--- config.mk ---
export PLATFORM = sky130hd
export DESIGN_NAME = fetch_stage
export DESIGN_NICKNAME = d
export VERILOG_FILES = /design/src/rtl/fetch_pkg.sv /design/src/rtl/fetch_buffer.sv /design/src/rtl/fetch_stage.sv
export SDC_FILE = /design/constraint.sdc
export NUM_CORES = 1
export LEC_CHECK = 0
export BUFFER_PORTS_ARGS = -buffer_cell sky130_fd_sc_hd__buf_4
export CAP_MARGIN = 20
export CORE_MARGIN = 1
export CORE_UTILIZATION = 45
export DETAILED_ROUTE_END_ITERATION = 10
export HOLD_SLACK_MARGIN = 0.12
export PLACE_DENSITY_LB_ADDON = 0.12
export SYNTH_ARGS = -nofsm -noshare
export SYNTH_HDL_FRONTEND = slang
export SYNTH_HIERARCHICAL = 1
export SYNTH_SLANG_ARGS = --single-unit
--- constraint.sdc ---
create_clock -name clk -period 3.4 [get_ports clk]
set_input_delay 0.68 -clock clk [delete_from_list [all_inputs] [get_ports clk]]
set_output_delay 0.68 -clock clk [all_outputs]
set_load 0.03 [all_outputs]
--- src/rtl/fetch_pkg.sv ---
// fetch_pkg: constants and types shared by the instruction-fetch stage.
//   RESET_PC_DEFAULT : fetch address used after reset unless overridden
//   INSTR_BYTES      : byte distance between consecutive instruction words
//   NOP              : canonical RISC-V nop (addi x0, x0, 0)
//   fetch_entry_t    : {pc, instr} pair handed to decode
package fetch_pkg;

  localparam logic [31:0] RESET_PC_DEFAULT = 32'h0000_0000;
  localparam int          INSTR_BYTES      = 4;
  localparam logic [31:0] NOP              = 32'h0000_0013;

  typedef struct packed {
    logic [31:0] pc;
    logic [31:0] instr;
  } fetch_entry_t;

endpackage

--- src/rtl/fetch_buffer.sv ---
// fetch_buffer: synchronous FIFO of fetch entries between the memory response
// path and decode.
//   clk, rst_n  : clock, synchronous active-low reset (control state only)
//   push        : write push_entry at the tail (caller guarantees space)
//   push_entry  : entry to write
//   pop         : remove head; ignored when empty
//   flush       : empty the FIFO; overrides push and pop
//   head        : head entry, all zeros when empty
//   count       : number of valid entries (0..DEPTH)
module fetch_buffer
  import fetch_pkg::*;
#(
  parameter int DEPTH = 4
) (
  input  logic                     clk,
  input  logic                     rst_n,
  input  logic                     push,
  input  fetch_entry_t             push_entry,
  input  logic                     pop,
  input  logic                     flush,
  output fetch_entry_t             head,
  output logic [$clog2(DEPTH):0]   count
);

  localparam int AW = $clog2(DEPTH);
  localparam logic [AW:0]   CNT_ONE = (AW + 1)'(1);
  localparam logic [AW-1:0] PTR_ONE = AW'(1);

  fetch_entry_t    mem [DEPTH];
  logic [AW-1:0]   wr_ptr;
  logic [AW-1:0]   rd_ptr;
  logic            do_pop;

  assign do_pop = pop && (count != '0);

  always_ff @(posedge clk) begin
    if (!rst_n) begin
      wr_ptr <= '0;
      rd_ptr <= '0;
      count  <= '0;
    end else if (flush) begin
      wr_ptr <= '0;
      rd_ptr <= '0;
      count  <= '0;
    end else begin
      if (push)   wr_ptr <= wr_ptr + PTR_ONE;
      if (do_pop) rd_ptr <= rd_ptr + PTR_ONE;
      case ({push, do_pop})
        2'b10:   count <= count + CNT_ONE;
        2'b01:   count <= count - CNT_ONE;
        default: count <= count;
      endcase
    end
  end

  // Storage carries data only; validity is tracked entirely by count.
  always_ff @(posedge clk) begin
    if (push && !flush) mem[wr_ptr] <= push_entry;
  end

  assign head = (count != '0) ? mem[rd_ptr] : '0;

endmodule

--- src/rtl/fetch_stage.sv ---
// fetch_stage: RISC-V instruction-fetch stage.
//   clk, rst_n       : clock, synchronous active-low reset
//   redirectValid    : reload fetch PC from redirectTarget, flush everything
//   redirectTarget   : new fetch PC (low two bits ignored)
//   imemReqValid/Ready/Addr : word request to instruction memory
//   imemRespValid/Data      : in-order responses, no backpressure
//   ifValid/Ready, ifPc, ifInstruction : buffered {pc, instr} toward decode
module fetch_stage
  import fetch_pkg::*;
#(
  parameter logic [31:0] RESET_PC  = RESET_PC_DEFAULT,
  parameter int          BUF_DEPTH = 4
) (
  input  logic        clk,
  input  logic        rst_n,
  input  logic        redirectValid,
  input  logic [31:0] redirectTarget,
  output logic        imemReqValid,
  input  logic        imemReqReady,
  output logic [31:0] imemReqAddr,
  input  logic        imemRespValid,
  input  logic [31:0] imemRespData,
  output logic        ifValid,
  input  logic        ifReady,
  output logic [31:0] ifPc,
  output logic [31:0] ifInstruction
);

  localparam int          CW      = $clog2(BUF_DEPTH) + 1;
  localparam logic [CW:0] LIMIT   = (CW + 1)'(BUF_DEPTH);
  localparam logic [CW-1:0] ONE   = CW'(1);
  localparam logic [31:0] PC_STEP = 32'(INSTR_BYTES);

  logic [31:0]   req_pc;
  logic [31:0]   resp_pc;
  logic [CW-1:0] outstanding;
  logic [CW-1:0] outstanding_next;
  logic [CW-1:0] drop_count;
  logic [CW-1:0] count;
  logic [CW:0]   occupancy;
  logic [31:0]   target;
  logic          req_fire;
  logic          resp_drop;
  logic          push;
  logic          pop;
  fetch_entry_t  push_entry;
  fetch_entry_t  head;

  assign target = redirectTarget & ~32'h3;

  // Credit check on registered state only: every in-flight request already
  // owns a buffer slot, so a response can never find the FIFO full.
  assign occupancy    = {1'b0, outstanding} + {1'b0, count};
  assign imemReqValid = rst_n && !redirectValid && (occupancy < LIMIT);
  assign imemReqAddr  = req_pc;
  assign req_fire     = imemReqValid && imemReqReady;

  // Responses to requests issued before a redirect are discarded, including
  // one that lands in the redirect cycle itself.
  assign resp_drop  = imemRespValid && (redirectValid || (drop_count != '0));
  assign push       = imemRespValid && !resp_drop;
  assign push_entry = '{pc: resp_pc, instr: imemRespData};
  assign pop        = ifReady && !redirectValid;

  always_comb begin
    outstanding_next = outstanding;
    case ({req_fire, imemRespValid})
      2'b10:   outstanding_next = outstanding + ONE;
      2'b01:   outstanding_next = outstanding - ONE;
      default: outstanding_next = outstanding;
    endcase
  end

  always_ff @(posedge clk) begin
    if (!rst_n) begin
      req_pc      <= RESET_PC;
      resp_pc     <= RESET_PC;
      outstanding <= '0;
      drop_count  <= '0;
    end else begin
      outstanding <= outstanding_next;
      if (redirectValid) begin
        req_pc     <= target;
        resp_pc    <= target;
        // Everything still in flight after this cycle's response is stale.
        drop_count <= imemRespValid ? (outstanding - ONE) : outstanding;
      end else begin
        if (req_fire) req_pc <= req_pc + PC_STEP;
        if (imemRespValid) begin
          if (drop_count != '0) drop_count <= drop_count - ONE;
          else                  resp_pc    <= resp_pc + PC_STEP;
        end
      end
    end
  end

  fetch_buffer #(.DEPTH(BUF_DEPTH)) u_buffer (
    .clk        (clk),
    .rst_n      (rst_n),
    .push       (push),
    .push_entry (push_entry),
    .pop        (pop),
    .flush      (redirectValid),
    .head       (head),
    .count      (count)
  );

  assign ifValid       = (count != '0);
  assign ifPc          = head.pc;
  assign ifInstruction = head.instr;

endmodule

==> metrics.cfg <==
[outcome]
outcome = completed

[floorplan]
num_rows = 64
die_area_um2 = 31700
die_w_um = 178
coreArea_um2 = 30500
io_pins = 168
die_h_um = 178
initial_utilization = 0.457

[setup_path]
rr_worst_depth = 6
worstPathArrival_ns = 2.30
path_class = flip-flop to primary output
ff2ff_setup_slack_ns = 0.81
slowest_delay_ns = 0.60
path_cells = buf_12, mux4_2, nor2b_1, buf_4
crit_path_max_fanout = 26
worstPathRequired_ns = 2.72
rr_endpoint = imemReqAddr[26]
r2r-start = imemReqAddr[2]
crit_end = ifInstruction[5]
end_kind = primary output
cp-start-kind = flip-flop
critical_path.slowest_cell = dfxtp_4

[clock_network]
ctsHoldBuffers = 0
clk_path_buf_depth = 3
clk_pin_slew_ns = 0.05
cts_resized = 0
cts.htree.levels = 2
cts_made_buffers = 37
clkLatencyLatePin_ns = 0.51
cts_setup_buffers = 0
cts.sinks = 331
cts-root-buf = clkbuf_16
cts_tree = done

[final_layout]
drive_gt1_frac = 0.283
diodes = 0
area.growth.synth_to_final_pct = 21.4
nets = 1200
fillers = 2487

[placed_design]
io_buffer_count = 163
place.gp.congestion = 0.829
detailed_place_hpwl_um = 18900

[global_route]
grt_pass1_wl_um = 46500
grt_max_degree = 73
grt-ovfl-total = 0
antenna_found_initial = 0
grt_pass1_vias = 8304
grtUsageTotal = 0.192

[yosys]
async_reset_ff_frac = 0
synth_edf_count = 256
seq_area_frac_synth = 0.659
synthesis.area_um2 = 13900
synthFlopType = edfxtp_1
synth_cell_types = 63
postSynthCellCount = 932
ys_ff_latch = 331
ys.warnings.count = 6
syn_avg_cell_area_um2 = 15.0

[timing]
rsz0062_at_grt = false
tns_ns = 0
fin_worst_skew_ns = 0.0142
period_share = 0.877
final_hold_viol_count = 0
relSlewSlack = 0.261
min_period_ns = 2.98
fmax_ghz = 0.335
finalSetupViolCount = 0
tightest_slew_ns = 1.10
drv_slew = 0

[routing]
wl_um = 29900
dr.pass1.iters = 4
drtIter0Drc = 532
via_per_inst = 5.51
ant_nets = 0
drcViolationCount = 0
num_vias = 8451
routedWlPerCell_um = 19.5

[pwr]
power_density_nw_per_um2 = 525
p_leak_nw = 5.82
irDropWorstVdd_v = 0.000333
report.power.total_mw = 8.88

[run]
maxCapViolations = 0

[worst_hold_path]
hp-class = input pin to flip-flop

## cell families (layout without fill, tap and decap cells)
| group | after synthesis | in the layout | synth area share |
|---|---|---|---|
| flops | 331 | 331 | 0.659 |
| simple gates | 265 | 265 | 0.109 |
| compound gates | 140 | 140 | 0.0592 |
| mux | 71 | 71 | 0.109 |
| buf+inv | 70 | 268 | 0.0250 |
| xor+xnor | 39 | 39 | 0.0245 |
| fa+ha+maj | 15 | 15 | 0.0140 |
| other cells | 1 | 10 | 0.000269 |
## registers in the layout, indices dropped and copies added, names as in the netlist, named ones only
| name | cells |
|---|---|
| u_buffer/rd_ptr | 2 |
| u_buffer/count | 3 |
| resp_pc | 30 |
| drop_count | 3 |
| imemReqAddr | 30 |
| outstanding | 3 |
| u_buffer/wr_ptr | 2 |
| u_buffer/mem | 256 |
## how the worst min path moves through the flow
| stage | start | end | slack (ns) | cells past startpoint |
|---|---|---|---|---|
| floorplan | u_buffer/rd_ptr[1] | flip-flop | 0.46 | 2 |
| global placement | u_buffer/rd_ptr[1] | flip-flop | 0.50 | 2 |
| detailed placement | u_buffer/rd_ptr[0] | flip-flop | 0.51 | 2 |
| CTS | imemRespData[5] | u_buffer/mem[3][5] | 0.34 | 1 |
| global route | imemRespData[14] | u_buffer/mem[1][14] | 0.35 | 1 |
| finish | imemRespData[5] | u_buffer/mem[2][5] | 0.37 | 1 |
## synth_stat cells, types with 7 or more instances
cell,count,area [um^2]
nor4_1,10,62.6
a31oi_1,12,75.1
o21ai_0,40,200
xor2_1,21,184
and3_1,15,93.8
nand4_1,23,144
inv_1,19,71.3
clkbuf_1,26,97.6
nor2b_1,62,388
buf_6,8,90.1
ha_1,14,175
nand2_1,45,169
mux4_2,64,1440
a211oi_1,7,52.6
a21oi_1,54,270
nand3_1,25,125
nor3_1,7,35.0
and4_1,7,61.3
nor2_1,31,116
dfxtp_1,75,1500
xnor2_1,18,158
buf_2,11,55.1
edfxtp_1,256,7690
and2_1,8,50.1
or3_1,8,50.1
## layout make-up
type                       instances  area, um^2  share of cell area
sequential                       331        9190               0.543
multi-input combinational        540        4450               0.263
timing repair buffer             186        1570              0.0928
clock buffer                      51        1060              0.0627
tap                              396         495              0.0293
clock inverter                    12        83.8             0.00495
inverter                          19        71.3             0.00421
## per-layer routing
| metal | GRT usage | vias up | wire length (um) |
|---|---|---|---|
| met5 | 0 | - | 0 |
| met4 | 0.0541 | 0 | 552 |
| met2 | 0.306 | 252 | 13900 |
| met3 | 0.0367 | 43 | 1780 |
| met1 | 0.269 | 4192 | 13600 |
| li1 | - | 3964 | - |
## worst max-delay path, delay by kind of cell, from the launching register on
kind                   cells  cell delay, ns
multiplexers               1            0.54
flip-flops                 1            0.60
AND/OR/NAND/NOR            1            0.15
buffers and inverters      2            0.47
## per-stage QoR
step           instances  instance area [um^2]   util  worst slack (ns)  hold WS (ns)
6_report            1535                 16900  0.555             0.419         0.371
5_1_grt             1535                 16900  0.555             0.255         0.351
4_1_cts             1535                 16900  0.555             0.326         0.342
3_5_place_dp        1472                 15800  0.517             0.653         0.512
3_3_place_gp        1472                 15800  0.517             0.693         0.505
2_1_floorplan        941                 14000      -             0.605         0.459
## layout by cell type, fill, tap and decap left out, types with 3 or more instances in the layout
cell,netlist,layout
edfxtp_1,256,256
nand2_1,45,45
mux2_1,3,3
nor4_2,3,3
ha_1,14,14
mux4_2,64,64
dfxtp_1,75,73
nor4_1,10,10
nor2b_1,62,62
buf_12,0,14
a21o_1,3,3
a211oi_1,7,7
xor2_1,21,21
clkbuf_1,26,9
xnor2_1,18,18
nor3_1,7,7
o21ai_0,40,40
buf_4,3,172
clkinv_2,0,6
and2b_1,3,3
or3_1,8,8
conb_1,1,10
and4_1,7,7
a31oi_1,12,12
and3_1,15,15
inv_1,19,18
and2_2,0,4
o21a_1,4,4
nand3_1,25,25
clkbuf_16,0,40
nor2_1,31,31
a21oi_1,54,54
nand4_1,23,23
clkinv_1,0,4
and2_1,8,4
or4_1,3,3
## where the power goes
group	internal [mW]	total [mW]	switching (mW)
clock network	2.25	3.76	1.50
logic	0.244	0.569	0.325
registers	4.45	4.56	0.109
total	6.94	8.88	1.94
Power figures use the tool's default switching activity.
